File: src/rtl/fibo_controller.sv
// Moore FSM sequencing the Fibonacci datapath: loads n/constants, iterates (a,b)->(b,a+b), presents F(n).
// Latency: done rises 4n+6 cycles after start is accepted; start is sampled only in IDLE and DONE.
module fibo_controller #(
    parameter int unsigned size     = 4,
    parameter logic [2:0]  OP_ADD   = 3'b000,
    parameter logic [2:0]  OP_SUB   = 3'b001,
    parameter logic [2:0]  OP_PASSA = 3'b010
) (
    input  logic            Clk,
    input  logic            Rst_n,
    input  logic            start,
    input  logic [size-1:0] n_in,
    input  logic            zero_flag,
    output logic [1:0]      wrt_adder,
    output logic            wrt_en,
    output logic            load_data,
    output logic [1:0]      rd_addr1,
    output logic [1:0]      rd_addr2,
    output logic [2:0]      alu_opcode,
    output logic [size-1:0] count,
    output logic            busy,
    output logic            done
);

    localparam logic [3:0] S_IDLE     = 4'd0;
    localparam logic [3:0] S_LOAD_N   = 4'd1;
    localparam logic [3:0] S_LOAD_ONE = 4'd2;
    localparam logic [3:0] S_LOAD_A   = 4'd3;
    localparam logic [3:0] S_LOAD_B   = 4'd4;
    localparam logic [3:0] S_CHECK    = 4'd5;
    localparam logic [3:0] S_ADD_B    = 4'd6;
    localparam logic [3:0] S_SUB_A    = 4'd7;
    localparam logic [3:0] S_DEC      = 4'd8;
    localparam logic [3:0] S_OUT      = 4'd9;
    localparam logic [3:0] S_DONE     = 4'd10;

    localparam logic [size-1:0] ONE = size'(1);

    logic [3:0]      state_q, state_d;
    logic [size-1:0] n_reg_q, n_reg_d;

    always_ff @(posedge Clk or negedge Rst_n) begin
        if (!Rst_n) begin
            state_q <= S_IDLE;
            n_reg_q <= '0;
        end else begin
            state_q <= state_d;
            n_reg_q <= n_reg_d;
        end
    end

    always_comb begin
        state_d = S_IDLE;
        n_reg_d = n_reg_q;
        case (state_q)
            S_IDLE: begin
                if (start) begin
                    state_d = S_LOAD_N;
                    n_reg_d = n_in;
                end else begin
                    state_d = S_IDLE;
                end
            end
            S_LOAD_N:   state_d = S_LOAD_ONE;
            S_LOAD_ONE: state_d = S_LOAD_A;
            S_LOAD_A:   state_d = S_LOAD_B;
            S_LOAD_B:   state_d = S_CHECK;
            S_CHECK:    state_d = zero_flag ? S_OUT : S_ADD_B;
            S_ADD_B:    state_d = S_SUB_A;
            S_SUB_A:    state_d = S_DEC;
            S_DEC:      state_d = S_CHECK;
            S_OUT:      state_d = S_DONE;
            S_DONE:     state_d = start ? S_DONE : S_IDLE;
            default:    state_d = S_IDLE;
        endcase
    end

    // Pure state decode; unused encodings fall through to the IDLE defaults.
    always_comb begin
        wrt_adder  = 2'd0;
        wrt_en     = 1'b0;
        load_data  = 1'b0;
        rd_addr1   = 2'd0;
        rd_addr2   = 2'd0;
        alu_opcode = OP_PASSA;
        count      = '0;
        busy       = 1'b0;
        done       = 1'b0;
        case (state_q)
            S_LOAD_N: begin
                wrt_en = 1'b1; load_data = 1'b1; wrt_adder = 2'd2; count = n_reg_q; busy = 1'b1;
            end
            S_LOAD_ONE: begin
                wrt_en = 1'b1; load_data = 1'b1; wrt_adder = 2'd3; count = ONE; busy = 1'b1;
            end
            S_LOAD_A: begin
                wrt_en = 1'b1; load_data = 1'b1; wrt_adder = 2'd0; count = '0; busy = 1'b1;
            end
            S_LOAD_B: begin
                wrt_en = 1'b1; load_data = 1'b1; wrt_adder = 2'd1; count = ONE; busy = 1'b1;
            end
            S_CHECK: begin
                rd_addr1 = 2'd2; alu_opcode = OP_PASSA; busy = 1'b1;
            end
            S_ADD_B: begin
                wrt_en = 1'b1; wrt_adder = 2'd1; rd_addr1 = 2'd0; rd_addr2 = 2'd1;
                alu_opcode = OP_ADD; busy = 1'b1;
            end
            // a <= (a+b) - a leaves the old b in R0 without a swap register.
            S_SUB_A: begin
                wrt_en = 1'b1; wrt_adder = 2'd0; rd_addr1 = 2'd1; rd_addr2 = 2'd0;
                alu_opcode = OP_SUB; busy = 1'b1;
            end
            S_DEC: begin
                wrt_en = 1'b1; wrt_adder = 2'd2; rd_addr1 = 2'd2; rd_addr2 = 2'd3;
                alu_opcode = OP_SUB; busy = 1'b1;
            end
            S_OUT: begin
                rd_addr1 = 2'd0; alu_opcode = OP_PASSA; busy = 1'b1;
            end
            S_DONE: begin
                rd_addr1 = 2'd0; alu_opcode = OP_PASSA; done = 1'b1;
            end
            default: begin
                wrt_en = 1'b0;
            end
        endcase
    end

endmodule
File: config.mk
export PLATFORM = sky130hd
export DESIGN_NAME = fibo_controller
export DESIGN_NICKNAME = d
export VERILOG_FILES = /design/src/rtl/fibo_controller.sv
export SDC_FILE = /design/constraint.sdc
export NUM_CORES = 1
export LEC_CHECK = 0
export BUFFER_PORTS_ARGS = -buffer_cell sky130_fd_sc_hd__buf_2
export CORE_MARGIN = 2
export CORE_UTILIZATION = 50
export DETAILED_ROUTE_END_ITERATION = 10
export PLACE_DENSITY = 0.81
export SYNTH_ARGS = -nofsm -noshare
export SYNTH_HDL_FRONTEND = slang
export SYNTH_SLANG_ARGS = --single-unit
File: constraint.sdc
create_clock -name Clk -period 2.9 [get_ports Clk]
set_input_delay 0.58 -clock Clk [delete_from_list [all_inputs] [get_ports Clk]]
set_output_delay 0.58 -clock Clk [all_outputs]
set_load 0.03 [all_outputs]
==> results_dict.tcl, run 1 <==
set metrics [dict create \
    status "finished, final reports clean" \
    cts_root_buf "clkbuf_4" \
    vias 571 \
    cellPowerDensity_nw_per_um2 1400 \
    multi_input_comb_area_um2 405 \
    critPathKind "register to primary output" \
    core_um2 1270 \
    synthCells 72 \
    overflow 0 \
    syn_to_final_growth_pct 14.8 \
    drt_iter0_markers 12 \
    crit_chain "nor2b_4, and3_1, or2_1, buf_2" \
    grt_max_degree 21 \
    timing.rr.start "state_q[1]" \
    cts_max_path_buffers 2 \
    post_dp_cell_area_um2 743 \
    worst-path-buf-inv 1 \
    startpoint "state_q[2]" \
    drv_slew 0 \
    cts-buffers-inserted 3 \
    dieArea_um2 1640 \
    synth_area_um2 667 \
    final_nets 101 \
    register_area_um2 200 \
    syn_area_per_cell_um2 9.26 \
    viasPerCell 5.39 \
    synth-seq-area-share_pct 30.0 \
    drive_above_1_share_pct 41.8 \
    cp.required_ns 2.32 \
    hold_buffers 0 \
    place_congestion 0.797 \
    relSlewSlack_pct 49.7 \
    crit_path_start_kind "register" \
    drt_pre_antenna_iters 4 \
    skew_ns 0.00599 \
    fp-row-count 13 \
    grt_pass1_vias 440 \
    drc 0 \
    ant_nets 0 \
    yosysUniqueCellTypes 33 \
    track_usage_pct 16.6 \
    io_pins 25 \
    start_util_pct 52.6 \
    cts_max_level 1 \
    synth_simple_gate_area_share_pct 32.3 \
    worst_slew_pin_slew_ns 0.755 \
    ys_seq_elements 8 \
    timing.final.crit_share_pct 80.3 \
    setup_violations 0 \
    cts_tree "yes" \
    fin_area_um2 766 \
    clkSinkCount 8 \
    critPathMaxFanout 15 \
    die_y_um 40.5 \
    synth_mux_area_share_pct 6.75 \
    fmax_mhz 429 \
    vdd_drop_max_v 0.000763 \
    slowest_delay_ns 0.72 \
    nFillCells 120 \
    synth_top_family_by_area "simple AND/OR/NAND/NOR gates" \
    worst_path_max_delay_cell "dfrtp_1" \
    rsz0062_at_grt "false" \
    grt_pass1_wl_um 1850 \
    maxCapViolCount 0 \
    cp-end-kind "primary output" \
    dieWidth_um 40.5 \
    synth_compound_gate_area_share_pct 17.3 \
    leakagePower_nw 0.384 \
    synthXorXnorAreaFrac_pct 3.94 \
    cts_setup_buffers 0 \
    wl_per_cell_um 11.6 \
    antenna_found_initial 0 \
    post-route-min-period_ns 2.33 \
    synth_nets 80 \
    cts_resized 0 \
    worstSkewPairLatency_ns 0.25 \
    critPathTopFamily "flip-flops" \
    layout.cells.most_common "buf_2" \
    yosys_warnings 0 \
    tns_ns 0 \
    port_buffers 23 \
    worstPathArrival_ns 1.75 \
    dp_hpwl_um 885 \
    hold_viol_final 0 \
    wl_um 1230 \
    clk_pin_slew_ns 0.06 \
    holdCritPathClass "primary input to async pin" \
    synthAdderAreaFrac_pct 0 \
    final_cell_mix "buf_2 (23), dfrtp_1 (8), nor2_1 (7)" \
    n_antenna_cell 0 \
]
==> where the power goes <==
group	switching, mW	internal (mW)	total [mW]
registers	0.144	0.163	0.307
logic	0.407	0.272	0.680
clock network	0.0358	0.0472	0.0830
==> synthesized netlist by cell type <==
cell	n	area share [%]
a21o_1	1	1.1
a21oi_1	4	3.0
a22o_1	2	2.6
a2bb2oi_1	2	2.6
and2_1	1	0.94
and2b_1	1	1.1
and3_1	4	3.8
buf_2	1	0.75
buf_4	4	4.5
buf_6	2	3.4
conb_1	1	0.56
dfrtp_1	8	30
inv_2	1	0.56
mux2_2	4	6.8
nand2_1	2	1.1
nand3_2	1	1.5
nand3b_1	1	1.1
nor2_1	7	3.9
nor2_4	2	3.4
nor2b_1	3	2.8
nor2b_4	1	2.1
nor3_1	2	1.5
nor3b_1	1	1.1
nor3b_2	2	3.8
nor4_4	1	3.2
o21ai_0	3	2.3
o21ai_1	3	2.3
o21bai_1	1	1.1
o22a_1	1	1.3
o22ai_1	1	0.94
or2_1	1	0.94
xnor2_1	1	1.3
xor2_1	2	2.6
==> registers in the layout, summed over array words and instances, names as in the netlist <==
name	flops
state_q	4
n_reg_q	4
==> logic make-up (layout without fill, tap and decap cells) <==
| kind of cell | count (synthesis) | after routing |
|---|---|---|
| flops | 8 | 8 |
| mux | 4 | 4 |
| compound gates | 18 | 18 |
| simple gates | 30 | 30 |
| buf+inv | 8 | 27 |
| xor+xnor | 3 | 3 |
| other cells | 1 | 1 |
==> final timing paths <==
check / slack (ns) / to / cells after the start
worst min register to register: 0.50 / n_reg_q[0] / 1
worst min-delay path: 0.16 / n_reg_q[2] / 1
min in group Clk: 0.50 / n_reg_q[0] / 1
max in group asynchronous: 2.57 / state_q[2] / 1
worst max-delay path: 0.57 / alu_opcode[0] / 4
worst max register to register: 1.37 / n_reg_q[1] / 3
==> per-layer routing <==
metal | global-route usage (%) | part of all wire [%] | wire, um | up-vias
met2 | 25.8 | 46 | 572 | 15
met4 | 5.83 | 0 | 0 | 0
met1 | 22.9 | 49 | 606 | 264
met5 | 0 | 0 | 0 | -
met3 | 2.78 | 4.4 | 54 | 0
li1 | - | - | - | 292
==> layout make-up <==
type,instances,share of cell area [%]
Inverter,1,0.490
Clock buffer,3,2.94
Timing Repair Buffer,23,15.0
Sequential cell,8,26.1
Tap cell,15,2.45
Multi-Input combinational cell,56,52.9
==> per-stage QoR <==
step | hold slack, ns | utilization (%) | setup WS (ns) | instances | power (mW)
final | 0.159 | 60.4 | 0.571 | 106 | 1.07
after global routing | 0.168 | 60.4 | 0.434 | 106 | 1.15
after detailed placement | 0.428 | 58.6 | 0.828 | 103 | 0.988
after floorplan | 0.284 | - | 0.864 | 72 | 0.883
after CTS | 0.159 | 60.4 | 0.558 | 106 | 1.07
after global placement | 0.426 | 58.6 | 0.835 | 103 | 0.982
Note: power is estimated with default switching activity, not from simulation.
==> inputs of run 2 (changes only) <==
--- a/config.mk
+++ b/config.mk
@@ -7,9 +7,9 @@
 export LEC_CHECK = 0
 export BUFFER_PORTS_ARGS = -buffer_cell sky130_fd_sc_hd__buf_2
 export CORE_MARGIN = 2
-export CORE_UTILIZATION = 50
+export CORE_UTILIZATION = 47
 export DETAILED_ROUTE_END_ITERATION = 10
-export PLACE_DENSITY = 0.81
+export PLACE_DENSITY = 0.77
 export SYNTH_ARGS = -nofsm -noshare
 export SYNTH_HDL_FRONTEND = slang
 export SYNTH_SLANG_ARGS = --single-unit
==> constraint.sdc (replaced) <==
create_clock -name Clk -period 2.15 [get_ports Clk]
set_input_delay 0.43 -clock Clk [delete_from_list [all_inputs] [get_ports Clk]]
set_output_delay 0.43 -clock Clk [all_outputs]
set_load 0.03 [all_outputs]
==> run 2 against run 1 <==
Against the previous run:
- largest cell class unchanged
- core utilization decreased by 1.0 points
- clock skew increased by 0.0014 ns
- combinational power increased by 50%
- wire length increased by 10%
- global-route usage decreased by 0.42 points
- register-to-register slack got worse by 0.68 ns
- total power increased by 39%
==> results_dict.tcl, run 2 (synthesis gave the netlist of run 1 again) <==
set metrics [dict create \
    status "finished, final reports clean" \
    grt-busiest-layer "met2" \
    n_antenna_cell 0 \
    timing.final.crit_share_pct 93.1 \
    register_area_um2 201 \
    drt_pre_antenna_iters 4 \
    cp-end-kind "primary output" \
    dieArea_um2 1740 \
    crit_path_start_kind "register" \
    grt_pass1_vias 502 \
    worstPathArrival_ns 1.57 \
    io_pins 25 \
    worst_path_max_delay_cell "dfrtp_1" \
    worstSkewPairLatency_ns 0.25 \
    dp_hpwl_um 1020 \
    critPathKind "register to primary output" \
    fin_ws_ns 0.147 \
    nFillCells 134 \
    overflow 0 \
    place_congestion 0.793 \
    cts_tree "yes" \
    grt_pass1_wl_um 2220 \
    top_regs "n_reg_q: 4 flops, state_q: 4 flops" \
    wl_um 1360 \
    critPathMaxFanout 14 \
    dieWidth_um 41.7 \
    die_y_um 41.7 \
    start_util_pct 50.6 \
    skew_ns 0.00735 \
    grtUsageMet3_pct 3.48 \
    grt_max_degree 18 \
    setup_violations 0 \
    cts_root_buf "clkbuf_4" \
    slowest_delay_ns 0.64 \
    core_um2 1320 \
    timing.rr.start "state_q[2]" \
    cts_max_path_buffers 2 \
    layout.cells.most_common "buf_2" \
    ant_nets 0 \
    final_cell_mix "buf_2 (23), nor2_1 (7), dfrtp_1 (7)" \
    vias 583 \
    antenna_found_initial 0 \
    hold_buffers 0 \
    cp.required_ns 1.72 \
    rsz0062_at_grt "false" \
    port_buffers 23 \
    fp-row-count 13 \
    drc 0 \
    clk_pin_slew_ns 0.05 \
    viasPerCell 5.40 \
    drt_iter0_markers 4 \
    leakagePower_nw 0.392 \
    maxCapViolCount 0 \
    cts_setup_buffers 0 \
    r2r_setup_slack_ns 0.69 \
    cts-buffers-inserted 3 \
    multi_input_comb_area_um2 405 \
    crit_chain "nor2b_4, and3_1, or2_1, buf_2" \
    fmax_mhz 499 \
    drive_above_1_share_pct 44.1 \
    hold_viol_final 0 \
    cellPowerDensity_nw_per_um2 1900 \
    global_route.usage.met2_pct 23.8 \
    post-route-min-period_ns 2.00 \
    use_met1_pct 23.2 \
    cts_max_level 1 \
    drv_slew 0 \
    final_nets 103 \
    rr_worst_depth 4 \
    wl_per_cell_um 12.6 \
    pre_cts_ws_ns 0.352 \
    syn_to_final_growth_pct 17.3 \
    tns_ns 0 \
    vdd_drop_max_v 0.000820 \
    clkSinkCount 8 \
    holdCritPathClass "primary input to async pin" \
    rr_endpoint "n_reg_q[2]" \
    track_usage_pct 16.2 \
]
[run 2: changes by cell type in the layout (fill, tap and decap cells not counted)]
cell     delta
buf_4       +2
dfrtp_2     +1
dfrtp_1     -1
[run 2: cell type report]
class | count | share of cell area (%)
Multi-Input combinational cell | 56 | 51.8
Sequential cell | 8 | 25.8
Tap cell | 15 | 2.40
Clock buffer | 3 | 2.88
Timing Repair Buffer | 25 | 16.6
Inverter | 1 | 0.480
[run 2: metal layers]
metal | wire length (um) | vias to the layer above
met5 | 0 | -
met4 | 0 | 0
met2 | 659 | 18
li1 | - | 293
met1 | 631 | 272
met3 | 70 | 0
[run 2: what timing repair did]
item / 4_1_cts / 5_1_grt
endpoints found under the setup margin: 0 / 5
gates resized for setup: 0 / 1
hold endpoints to repair: 0 / 0
[run 2: report_power, final]
| part | internal, mW | total [mW] | switching [mW] |
|---|---|---|---|
| registers | 0.225 | 0.355 | 0.131 |
| clock network | 0.0635 | 0.110 | 0.0461 |
| logic | 0.389 | 1.02 | 0.632 |
| total | 0.677 | 1.49 | 0.809 |
[run 2: per-stage QoR]
step                hold slack [ns]  utilization [%]  total power [mW]  std cells  cell area [um2]
finish                      0.00972             59.4              1.49        108              782
global route                 0.0125             59.4              1.60        108              782
CTS                        0.000329             59.3              1.50        108              781
detailed placement            0.277             57.5              1.38        105              758
global placement              0.276             57.5              1.36        105              758
floorplan                     0.134                -              1.19         72              667
[run 2: how the worst max path moves through the flow]
stage / start / to / slack (ns) / cells past startpoint
2_1_floorplan: state_q[3] / wrt_adder[1] / 0.26 / 4
3_3_place_gp: state_q[0] / count[0] / 0.38 / 4
3_5_place_dp: state_q[0] / count[0] / 0.35 / 4
4_1_cts: state_q[0] / count[0] / 0.07 / 4
5_1_grt: state_q[3] / wrt_en / 0.05 / 4
6_report: state_q[3] / alu_opcode[0] / 0.15 / 4
[run 2: critical path: cells and delay by family (launching register included)]
| family | cells | cell delay, ns |
|---|---|---|
| simple gates | 3 | 0.51 |
| flops | 1 | 0.64 |
| buf+inv | 1 | 0.17 |
==> inputs of run 3 (changes only) <==
--- a/config.mk
+++ b/config.mk
@@ -7,9 +7,9 @@
 export LEC_CHECK = 0
 export BUFFER_PORTS_ARGS = -buffer_cell sky130_fd_sc_hd__buf_2
 export CORE_MARGIN = 2
-export CORE_UTILIZATION = 47
+export CORE_UTILIZATION = 50
 export DETAILED_ROUTE_END_ITERATION = 10
-export PLACE_DENSITY = 0.77
+export PLACE_DENSITY = 0.81
 export SYNTH_ARGS = -nofsm -noshare
 export SYNTH_HDL_FRONTEND = slang
 export SYNTH_SLANG_ARGS = --single-unit
==> constraint.sdc (replaced) <==
create_clock -name Clk -period 2.6 [get_ports Clk]
set_input_delay 0.52 -clock Clk [delete_from_list [all_inputs] [get_ports Clk]]
set_output_delay 0.52 -clock Clk [all_outputs]
set_load 0.03 [all_outputs]
==> run 3 against run 2 <==
Against the previous run:
- die area decreased by 5.4%
- non-clock buffer count decreased by 1
- register-to-register slack improved by 0.38 ns
- setup slack improved by 0.21 ns
- core utilization grew 1.6 points
- combinational power fell by 23%
- critical path type unchanged
- wire length fell by 5.9%
- largest power group unchanged
- largest cell class unchanged
- critical path depth stayed put
- clock power fell by 15%
- first-iteration DRC count is 130% higher
- flip-flop and latch count is the same
- highest routed layer is now met4
==> results_dict.tcl, run 3 (synthesis gave the netlist of run 1 again) <==
set metrics [dict create \
    maxCapViolCount 0 \
    grt_max_degree 21 \
    final_nets 102 \
    relSlewSlack_pct 50.8 \
    vdd_drop_max_v 0.000859 \
    cp.required_ns 2.08 \
    final_cell_mix "buf_2 (23), dfrtp_1 (8), nor2_1 (7)" \
    crit_path_start_kind "register" \
    syn_to_final_growth_pct 15.9 \
    multi_input_comb_area_um2 405 \
    skew_ns 0.000397 \
    worst_slew_pin_slew_ns 0.739 \
    fp-row-count 13 \
    critPathMaxFanout 20 \
    nFillCells 110 \
    seq_power_share_pct 26.9 \
    n_antenna_cell 0 \
    cts_setup_buffers 0 \
    cellPowerDensity_nw_per_um2 1560 \
    power_switching_uw 659 \
    overflow 0 \
    drt_pre_antenna_iters 4 \
    layout.cells.most_common "buf_2" \
    leakagePower_nw 0.389 \
    place_congestion 0.775 \
    dieWidth_um 40.5 \
    core_um2 1270 \
    holdCritPathClass "primary input to async pin" \
    ant_nets 0 \
    dp_hpwl_um 930 \
    top_regs "n_reg_q: 4 flops, state_q: 4 flops" \
    power_frac_comb_pct 65.3 \
    tns_ns 0 \
    cts_tree "yes" \
    cts_max_level 1 \
    intPower_uw 548 \
    drt_iter0_markers 9 \
    hold_buffers 0 \
    worstPathArrival_ns 1.72 \
    setup_violations 0 \
    wl_per_cell_um 12.0 \
    status "finished, final reports clean" \
    drv_slew 0 \
    track_usage_pct 18.5 \
    fmax_mhz 446 \
    clkSinkCount 8 \
    dieArea_um2 1640 \
    die_y_um 40.5 \
    port_buffers 23 \
    cts_resized 0 \
    grt_pass1_wl_um 1960 \
    cts_root_buf "clkbuf_4" \
    cts-buffers-inserted 3 \
    drive_above_1_share_pct 42.4 \
    clk_pin_slew_ns 0.05 \
    viasPerCell 5.33 \
    io_pins 25 \
    vias 570 \
    timing.final.crit_share_pct 86.2 \
    holdWs_ns 0.101 \
    grt_pass1_vias 434 \
    worstSkewPairLatency_ns 0.25 \
    clock_power_share_pct 7.8 \
    post-route-min-period_ns 2.24 \
    wl_um 1280 \
    start_util_pct 52.6 \
    p_sw_share_pct 54.6 \
    antenna_found_initial 0 \
    cp-end-kind "primary output" \
    cts_max_path_buffers 2 \
    critPathKind "register to primary output" \
    register_area_um2 200 \
    rsz0062_at_grt "false" \
    drc 0 \
    hold_viol_final 0 \
]
run 3: cell types whose count changed in the layout (fill, tap and decap cells not counted), sizes merged:
| cell | previous run | this run |
|---|---|---|
| buf | 25 | 24 |
run 3: stage by stage:
stage / util (%) / power (mW) / cells / setup WS [ns] / instance area (um2)
after floorplan: - / 0.985 / 72 / 0.624 / 667
after global placement: 59.2 / 1.10 / 104 / 0.650 / 751
after detailed placement: 59.2 / 1.12 / 104 / 0.637 / 751
after CTS: 60.9 / 1.22 / 107 / 0.351 / 773
after global routing: 60.9 / 1.30 / 107 / 0.280 / 773
final: 60.9 / 1.21 / 107 / 0.359 / 773
run 3: layout make-up:
class                      instances  share of cell area, %
timing repair buffer              24                   15.9
inverter                           1                  0.485
tap                               15                   2.43
multi-input combinational         56                   52.4
sequential                         8                   25.9
clock buffer                       3                   2.91
run 3: worst max-delay path, stage by stage (launching register included):
cell and delay, ns:
dfrtp_1 0.82, xor2_1 0.21, nor2_1 0.05, nor3_1 0.17, buf_2 0.22
run 3: power groups by stage:
stage / Clock [mW] / Sequential (mW) / Combinational, mW
after floorplan: 0 / 0.221 / 0.764
final: 0.0938 / 0.325 / 0.789
after CTS: 0.0978 / 0.324 / 0.794
after detailed placement: 0 / 0.328 / 0.791
after global placement: 0 / 0.322 / 0.780
after global routing: 0.101 / 0.339 / 0.862
run 3: routing by layer:
layer / vias up / part of all wire [%] / track usage [%]
li1: 292 / - / -
met1: 262 / 48 / 25.8
met2: 14 / 48 / 27.8
met3: 2 / 3.8 / 1.67
met4: 0 / 0.62 / 10.0
met5: - / 0 / 0
run 3: worst paths after layout:
path,to,cells after the start,startpoint,slack (ns)
setup reg to reg,n_reg_q[1],3,state_q[1],1.07
min in group Clk,n_reg_q[0],1,n_reg_q[0],0.50
max in group asynchronous,state_q[3],1,Rst_n,2.33
hold / removal,n_reg_q[2],1,Rst_n,0.10
setup / recovery,wrt_adder[1],4,state_q[1],0.36
hold reg to reg,n_reg_q[0],1,n_reg_q[0],0.50
